--- config.mk ---
export PLATFORM = sky130hd
export DESIGN_NAME = result_writer
export DESIGN_NICKNAME = d
export VERILOG_FILES = /design/src/rtl/result_writer.sv
export SDC_FILE = /design/constraint.sdc
export NUM_CORES = 1
export LEC_CHECK = 0
export CELL_PAD_IN_SITES_DETAIL_PLACEMENT = 1
export CELL_PAD_IN_SITES_GLOBAL_PLACEMENT = 2
export CORE_ASPECT_RATIO = 1.2
export CORE_UTILIZATION = 33
export CTS_BUF_LIST = sky130_fd_sc_hd__clkbuf_4
export DETAILED_ROUTE_END_ITERATION = 16
export GPL_TIMING_DRIVEN = 0
export PLACE_DENSITY_LB_ADDON = 0.1
export SLEW_MARGIN = 20
export SYNTH_ARGS = -nofsm -noshare
export SYNTH_HDL_FRONTEND = slang
export SYNTH_SLANG_ARGS = --single-unit
--- constraint.sdc ---
create_clock -name clk -period 16.06 [get_ports clk]
set_input_delay 3.212 -clock clk [delete_from_list [all_inputs] [get_ports clk]]
set_output_delay 3.212 -clock clk [all_outputs]
set_load 0.02 [all_outputs]
--- src/rtl/result_writer.sv ---
// result_writer: captures NUM_ROWS dot-product results on `capture` and drains them one word per
// accepted transfer through a waitrequest-style write master to BASE_ADDR + 4*row.
// Optional feature macro: RESULT_WRITER_CHECKSUM_EN appends one write carrying the 32-bit
// wrapping sum of the captured rows at BASE_ADDR + 4*NUM_ROWS.
module result_writer #(
  parameter int unsigned                NUM_ROWS   = 8,
  parameter int unsigned                DATA_WIDTH = 24,
  parameter int unsigned                ADDR_WIDTH = 32,
  parameter logic [ADDR_WIDTH-1:0]      BASE_ADDR  = '0
) (
  input  logic                                 clk,
  input  logic                                 rst,
  input  logic                                 capture,
  input  logic [NUM_ROWS-1:0][DATA_WIDTH-1:0]  C_in,
  input  logic                                 clr_overrun,
  output logic [ADDR_WIDTH-1:0]                mem_address,
  output logic [31:0]                          mem_writedata,
  output logic                                 mem_write,
  input  logic                                 mem_waitrequest,
  output logic                                 busy,
  output logic                                 wb_done,
  output logic                                 overrun
);

  localparam int unsigned RowW = (NUM_ROWS > 1) ? $clog2(NUM_ROWS) : 1;
  localparam logic [RowW-1:0] LastRow = RowW'(NUM_ROWS - 1);

`ifdef RESULT_WRITER_CHECKSUM_EN
  typedef enum logic [1:0] {StIdle, StWrite, StSum, StDone} state_e;
`else
  typedef enum logic [1:0] {StIdle, StWrite, StDone} state_e;
`endif

  state_e                               state_q, state_d;
  logic [RowW-1:0]                      row_q, row_d;
  logic [NUM_ROWS-1:0][DATA_WIDTH-1:0]  shadow_q, shadow_d;
  logic [ADDR_WIDTH-1:0]                addr_q, addr_d;
  logic [31:0]                          wdata_q, wdata_d;
  logic                                 write_q, write_d;
  logic                                 overrun_q, overrun_d;
  logic                                 busy_s;
  logic [RowW-1:0]                      row_inc;

  function automatic logic [ADDR_WIDTH-1:0] row_addr(input logic [RowW-1:0] r);
    return BASE_ADDR + (ADDR_WIDTH'(r) << 2);
  endfunction

`ifdef RESULT_WRITER_CHECKSUM_EN
  logic [31:0] sum_s;

  // Wrapping checksum of the zero-extended shadow rows.
  always_comb begin
    sum_s = '0;
    for (int i = 0; i < int'(NUM_ROWS); i++) begin
      sum_s = sum_s + 32'(shadow_q[i]);
    end
  end
`endif

  assign busy_s  = (state_q == StWrite)
`ifdef RESULT_WRITER_CHECKSUM_EN
                   || (state_q == StSum)
`endif
                   ;
  assign row_inc = row_q + RowW'(1);

  // Next-state, shadow capture, and registered bus outputs.
  always_comb begin
    state_d   = state_q;
    row_d     = row_q;
    shadow_d  = shadow_q;
    addr_d    = addr_q;
    wdata_d   = wdata_q;
    write_d   = write_q;
    overrun_d = overrun_q;

    // Set wins over clear when both land in the same cycle.
    if (clr_overrun) overrun_d = 1'b0;
    if (capture && busy_s) overrun_d = 1'b1;

    unique case (state_q)
      StIdle, StDone: begin
        write_d = 1'b0;
        state_d = StIdle;
        if (capture) begin
          shadow_d = C_in;
          row_d    = '0;
          addr_d   = BASE_ADDR;
          // Shadow is not loaded until this edge, so row 0 comes straight from C_in.
          wdata_d  = 32'(C_in[0]);
          write_d  = 1'b1;
          state_d  = StWrite;
        end
      end
      StWrite: begin
        if (!mem_waitrequest) begin
          if (row_q == LastRow) begin
`ifdef RESULT_WRITER_CHECKSUM_EN
            addr_d  = BASE_ADDR + ADDR_WIDTH'(4 * NUM_ROWS);
            wdata_d = sum_s;
            state_d = StSum;
`else
            write_d = 1'b0;
            state_d = StDone;
`endif
          end else begin
            row_d   = row_inc;
            addr_d  = row_addr(row_inc);
            wdata_d = 32'(shadow_q[row_inc]);
          end
        end
      end
`ifdef RESULT_WRITER_CHECKSUM_EN
      StSum: begin
        if (!mem_waitrequest) begin
          write_d = 1'b0;
          state_d = StDone;
        end
      end
`endif
      default: state_d = StIdle;
    endcase
  end

  // State and output registers; reset drops mem_write immediately.
  always_ff @(posedge clk or posedge rst) begin
    if (rst) begin
      state_q   <= StIdle;
      row_q     <= '0;
      shadow_q  <= '0;
      addr_q    <= '0;
      wdata_q   <= '0;
      write_q   <= 1'b0;
      overrun_q <= 1'b0;
    end else begin
      state_q   <= state_d;
      row_q     <= row_d;
      shadow_q  <= shadow_d;
      addr_q    <= addr_d;
      wdata_q   <= wdata_d;
      write_q   <= write_d;
      overrun_q <= overrun_d;
    end
  end

  assign mem_address   = addr_q;
  assign mem_writedata = wdata_q;
  assign mem_write     = write_q;
  assign busy          = busy_s;
  assign wb_done       = (state_q == StDone);
  assign overrun       = overrun_q;

endmodule

==> results.toml, run 1 <==
[status]
outcome = "finished, final reports clean"

[synthesis]
synthXorXnorAreaFrac = 0
synth_top_family_by_area = "simple AND/OR/NAND/NOR gates"
synth_top_area_frac = 0.537
postSynthAreaPerCell_um2 = 9.18
ys_seq_elements = 223
synth_cell_types = 34
seq_area_frac_synth = 0.537
synth_compound_area_frac = 0.0474
synthArstFlopShare = 1.00
yosysTopAreaCell = "dfrtp_1"
synth-simple-area-share = 0.246
synth.mux.area_fraction = 0.105
synth_edf_count = 0
synthTopCellsByArea = "dfrtp_1 54%, nand2_1 22%, mux2_2 5.2%"
synth_ff_type = "dfrtp_1"
synthCells = 1132
synthAdderAreaFrac = 0.00241
syn_area_mm2 = 0.0104
synth_warnings = 0

[critical_path]
cp.arrival_ps = 2360
startpoint_type = "flip-flop"
crit_type = "reg -> out"
crit_fanout = 10
ff2ff_setup_slack_ps = 13770
critPathRequiredTime_ps = 12850
critPathCaptureType = "primary output"

[clock_tree]
hold_buffers = 0
cts_tree = "yes"
clockBufferDepth = 3
clkLatencyLatePin_ps = 700
htree_levels = 2
cts-root-buf = "clkbuf_4"
clk_pin_slew_ps = 70
cts_made_buffers = 61
postCtsResizedCells = 0
postCtsSetupRepairBufs = 0
cts_sinks = 223

[sta]
timing.final.crit_share = 0.347
max-slew-margin-rel = 0.515
maxClockFrequency_mhz = 179
setup_viol_count_final = 0
fin_tns_setup_ps = 0
hold_viol_final = 0
layout_min_cycle_time_ps = 5570
finClkSkew_ps = 33.8
worstMarginPinSlew_ps = 727
rsz0062_at_grt = "no"
maxSlewViolCount = 0

[placement]
io_buffers = 227
placed_area_mm2 = 0.0134
globalplace.congestion = 0.790
dp_cells = 1793
hpwl_um = 27300

[finish]
synthToLayoutAreaGrowth_pct = 35.0
final_cells = 1895
drive_above_1_share = 0.167
fin_util = 0.457
finalNetCount = 1659
stdcell_area_mm2 = 0.0140

[die]
die_h_um = 196
start_util = 0.338
fp-row-count = 70
die_area_mm2 = 0.0322
coreArea_mm2 = 0.0307
ioPinCount = 265
die_w_um = 164

[global_route]
grt_usage = 0.231
grt_pass1_vias = 9449
grt_pass1_wl_um = 55400
grt_overflow = 0
antenna_found_initial = 5
grt_start_max_net_pins = 82

[drt]
dr.pass1.iters = 4
wl_per_cell_um = 19.3
vias = 8830
drt_iter0_drc = 364
wirelength_um = 36600
ant_nets = 0
drcViolationCount = 0
viasPerCell = 4.66

[power_and_ir_drop]
leakagePower_nw = 6.92
peakVddDrop_mv = 0.0901
p_total_mw = 2.65
p_per_area_mw_per_mm2 = 189

[flow_run]
cap_violations = 0

[worst_hold_path]
hold_path.class = "reg -> reg"
worst max-delay path, stage by stage (launching register included):
cell and delay [ps]:
dfrtp_1 410, buf_2 210, nor2b_1 370, clkdlybuf4s50_1 680
worst paths after layout:
kind | start | end | cells past startpoint
worst max-delay path | state_q[0] | busy | 3
worst min-delay path | shadow_q[80] | shadow_q[80] | 2
worst max register to register | mem_address[2] | mem_writedata[4] | 6
worst min register to register | shadow_q[80] | shadow_q[80] | 2
max in group asynchronous | rst | shadow_q[76] | 3
min in group asynchronous | rst | shadow_q[162] | 2
cells in the mapped netlist (2+ instances only):
cell and count:
buf_4 38, o21ai_1 4, buf_2 39, ha_1 2
dfrtp_1 223, nor2b_1 3, nand2_1 605, clkbuf_1 19
a31oi_2 2, inv_1 2, and4bb_1 2, buf_6 5
mux2_2 48, a22oi_1 24, a31oi_1 22, nand3_1 2
o21ai_2 2, o21ai_0 21, nor3_1 24, buf_1 8
mux4_2 24
power breakdown:
group          switching [mW]  leakage, nW  total (mW)  internal, mW
clock network           0.246        0.405       0.470         0.224
logic                   0.671         3.75        1.21         0.536
registers               0.145         2.76       0.972         0.827
total                    1.06         6.92        2.65          1.59
stage by stage:
step	setup slack, ps	hold slack, ps
5_1_grt	10320	490
3_5_place_dp	10990	457
6_report	10490	470
4_1_cts	10380	473
3_3_place_gp	3230	451
2_1_floorplan	6740	440
cells in the final DEF (no fill, tap or decap), drive strengths merged:
master and instances:
and4bb 2, nor3b 2, nand2b 1, or2b 1, conb 37, o21ai 27
mux2 49, o211ai 1, nor2 1, mux4 24, and3b 1, diode 4
clkbuf 97, dfrtp 223, a22oi 24, nor4b 2, buf 92, nand2 605
nand3 2, ha 2, and4b 1, inv 3, clkinv 19, nor3 24
or4b 1, nor2b 3, clkdlybuf4s50 227, a31oi 24
cells by family (layout without fill, tap and decap cells):
| logic type | Yosys count | after routing |
|---|---|---|
| and+or+nand+nor | 646 | 646 |
| other | 1 | 41 |
| adders and majority gates | 2 | 2 |
| DFF | 223 | 223 |
| buffers and inverters | 111 | 438 |
| muxes | 73 | 73 |
| AOI/OAI and AO/OA | 76 | 76 |
final cells by class:
type | instances | area (µm²)
Fill cell | 3621 | 16700
Sequential cell | 223 | 5580
Multi-Input combinational cell | 834 | 4310
Timing Repair Buffer | 229 | 2330
Buffer | 109 | 638
Clock buffer | 78 | 586
Tap cell | 396 | 495
Clock inverter | 20 | 81.3
Inverter | 2 | 15.0
Antenna cell | 4 | 10.0
flip-flops by register name, summed over array words and instances (netlist names):
register / count
mem_address: 3
mem_writedata: 24
mem_write: 1
state_q: 2
shadow_q: 192
overrun: 1
metal layers:
metal	GRT usage	wire length [µm]
met1	0.299	15900
met2	0.395	18000
met3	0.0396	1940
met4	0.0689	757
met5	0	12
Note: power is estimated with default switching activity, not from simulation.
==> run 2, diff against run 1 <==
CORE_UTILIZATION = 30   (was 33)
clock period = 5.3 ns   (was 16.06 ns; I/O delays follow)
==> results.toml, run 2 (synthesis gave the netlist of run 1 again) <==
[critical_path]
r2r-end = "mem_writedata[3]"
ff2ff_setup_slack_ps = 2890
critPathRequiredTime_ps = 4240
critPathCaptureType = "primary output"
rr_worst_depth = 6
startpoint_type = "flip-flop"
cp.arrival_ps = 2450
r2r_start = "mem_address[2]"
crit_type = "reg -> out"
crit_fanout = 10

[power_and_ir_drop]
p_total_mw = 8.31
p_per_area_mw_per_mm2 = 579
peakVddDrop_mv = 0.213
leakagePower_nw = 7.04

[flow_run]
cap_violations = 0

[drt]
viasPerCell = 4.52
dr.pass1.iters = 5
ant_nets = 0
vias = 8903
drt_iter0_drc = 431
drcViolationCount = 0
wl_per_cell_um = 19.4
wirelength_um = 38200

[global_route]
antenna_found_initial = 4
grt_start_max_net_pins = 33
grt_usage = 0.222
grt_overflow = 0
grt_pass1_wl_um = 57600
grt_pass1_vias = 9595

[placement]
placed_area_mm2 = 0.0135
hpwl_um = 28900
globalplace.congestion = 0.782
io_buffers = 227
place_ws_ps = 2310

[die]
fp-row-count = 74
ioPinCount = 265
die_h_um = 206
start_util = 0.305
die_area_mm2 = 0.0354
coreArea_mm2 = 0.0341
die_w_um = 172

[sta]
worstMarginPinSlew_ps = 760
max-slew-margin-rel = 0.493
worst_slack_ps = 1790
timing.final.crit_share = 0.663
layout_min_cycle_time_ps = 3510
maxSlewViolCount = 0
hold_viol_final = 0
maxClockFrequency_mhz = 285
rsz0062_at_grt = "no"
setup_viol_count_final = 0
finClkSkew_ps = 72.2

[worst_hold_path]
whs_endpoint = "shadow_q[30]"
hold_path.class = "reg -> reg"
hold_path_depth = 2
hold_start = "shadow_q[30]"

[clock_tree]
hold_buffers = 0
clkLatencyLatePin_ps = 760
cts-root-buf = "clkbuf_4"
cts_tree = "yes"
cts_sinks = 223
clockBufferDepth = 3
postCtsResizedCells = 0
cts_made_buffers = 61
htree_levels = 2
postCtsSetupRepairBufs = 0
clk_pin_slew_ps = 60

[finish]
drive_above_1_share = 0.181
synthToLayoutAreaGrowth_pct = 38.0
largest_reg_flops = 192
mostFrequentLayoutCell = "nand2_1"
regMostFlops = "shadow_q"
layout_common_cells = "605 x nand2_1, 227 x clkdlybuf4s50_1, 223 x dfrtp_1"
stdcell_area_mm2 = 0.0143
finalNetCount = 1664

[status]
outcome = "finished, final reports clean"
## run 2: critical path, cell delays in order, from the launching register on
cell and delay [ps]:
dfrtp_1 420, buf_2 230, nor2b_1 420, clkdlybuf4s50_1 690
## run 2: layer usage
layer / vias up / share of wire / track usage
li1: 4294 / - / -
met3: 58 / 0.057 / 0.0394
met4: 6 / 0.021 / 0.0670
met1: 4294 / 0.42 / 0.280
met2: 251 / 0.50 / 0.385
met5: - / 0.0010 / 0
## run 2: power breakdown
part,total (mW),switching [mW],leakage [nW],internal (mW)
logic,3.70,2.07,3.79,1.63
registers,2.95,0.445,2.76,2.51
clock network,1.66,0.768,0.491,0.893
total,8.31,3.28,7.04,5.03
## run 2: how the worst max path moves through the flow
stage	startpoint	to	cells after the start
floorplan	rst	mem_address[2]	1
global placement	rst	shadow_q[35]	2
detailed placement	capture	shadow_q[114]	7
CTS	state_q[0]	busy	3
global route	state_q[0]	busy	3
finish	state_q[0]	busy	3
## run 2: per-stage QoR
stage	TNS, ps	instances	utilization	hold WS (ps)
after floorplan	0	1168	-	440
after global placement	-157460	1851	0.393	452
after detailed placement	0	1858	0.397	457
after CTS	0	1969	0.421	476
after global routing	0	1970	0.421	491
final	0	1970	0.421	469
## run 2: final cells by class
class	instances	area [µm²]
Fill cell	4036	19700
Sequential cell	223	5580
Multi-Input combinational cell	834	4310
Timing Repair Buffer	234	2410
Clock buffer	100	751
Buffer	109	638
Tap cell	456	571
Clock inverter	11	72.6
Inverter	2	11.3
Antenna cell	1	2.50
==> run 3, diff against run 2 <==
clock period = 3.3 ns   (was 5.3 ns; I/O delays follow)
==> results of run 3 <==
Same layout as run 2 (identical final DEF). Status: finished, final reports clean.
Main changes from that run: setup slack after placement 2310 ps -> 706 ps; clock-pin slew on the worst setup and hold paths 60 ps -> 70 ps; setup slack after layout 1790 ps -> 188 ps; hold slack 469 ps -> 422 ps; register-to-register setup slack 2890 ps -> 890 ps; total power 8.31 mW -> 13.3 mW; worst IR drop on VDD 0.213 mV -> 0.342 mV
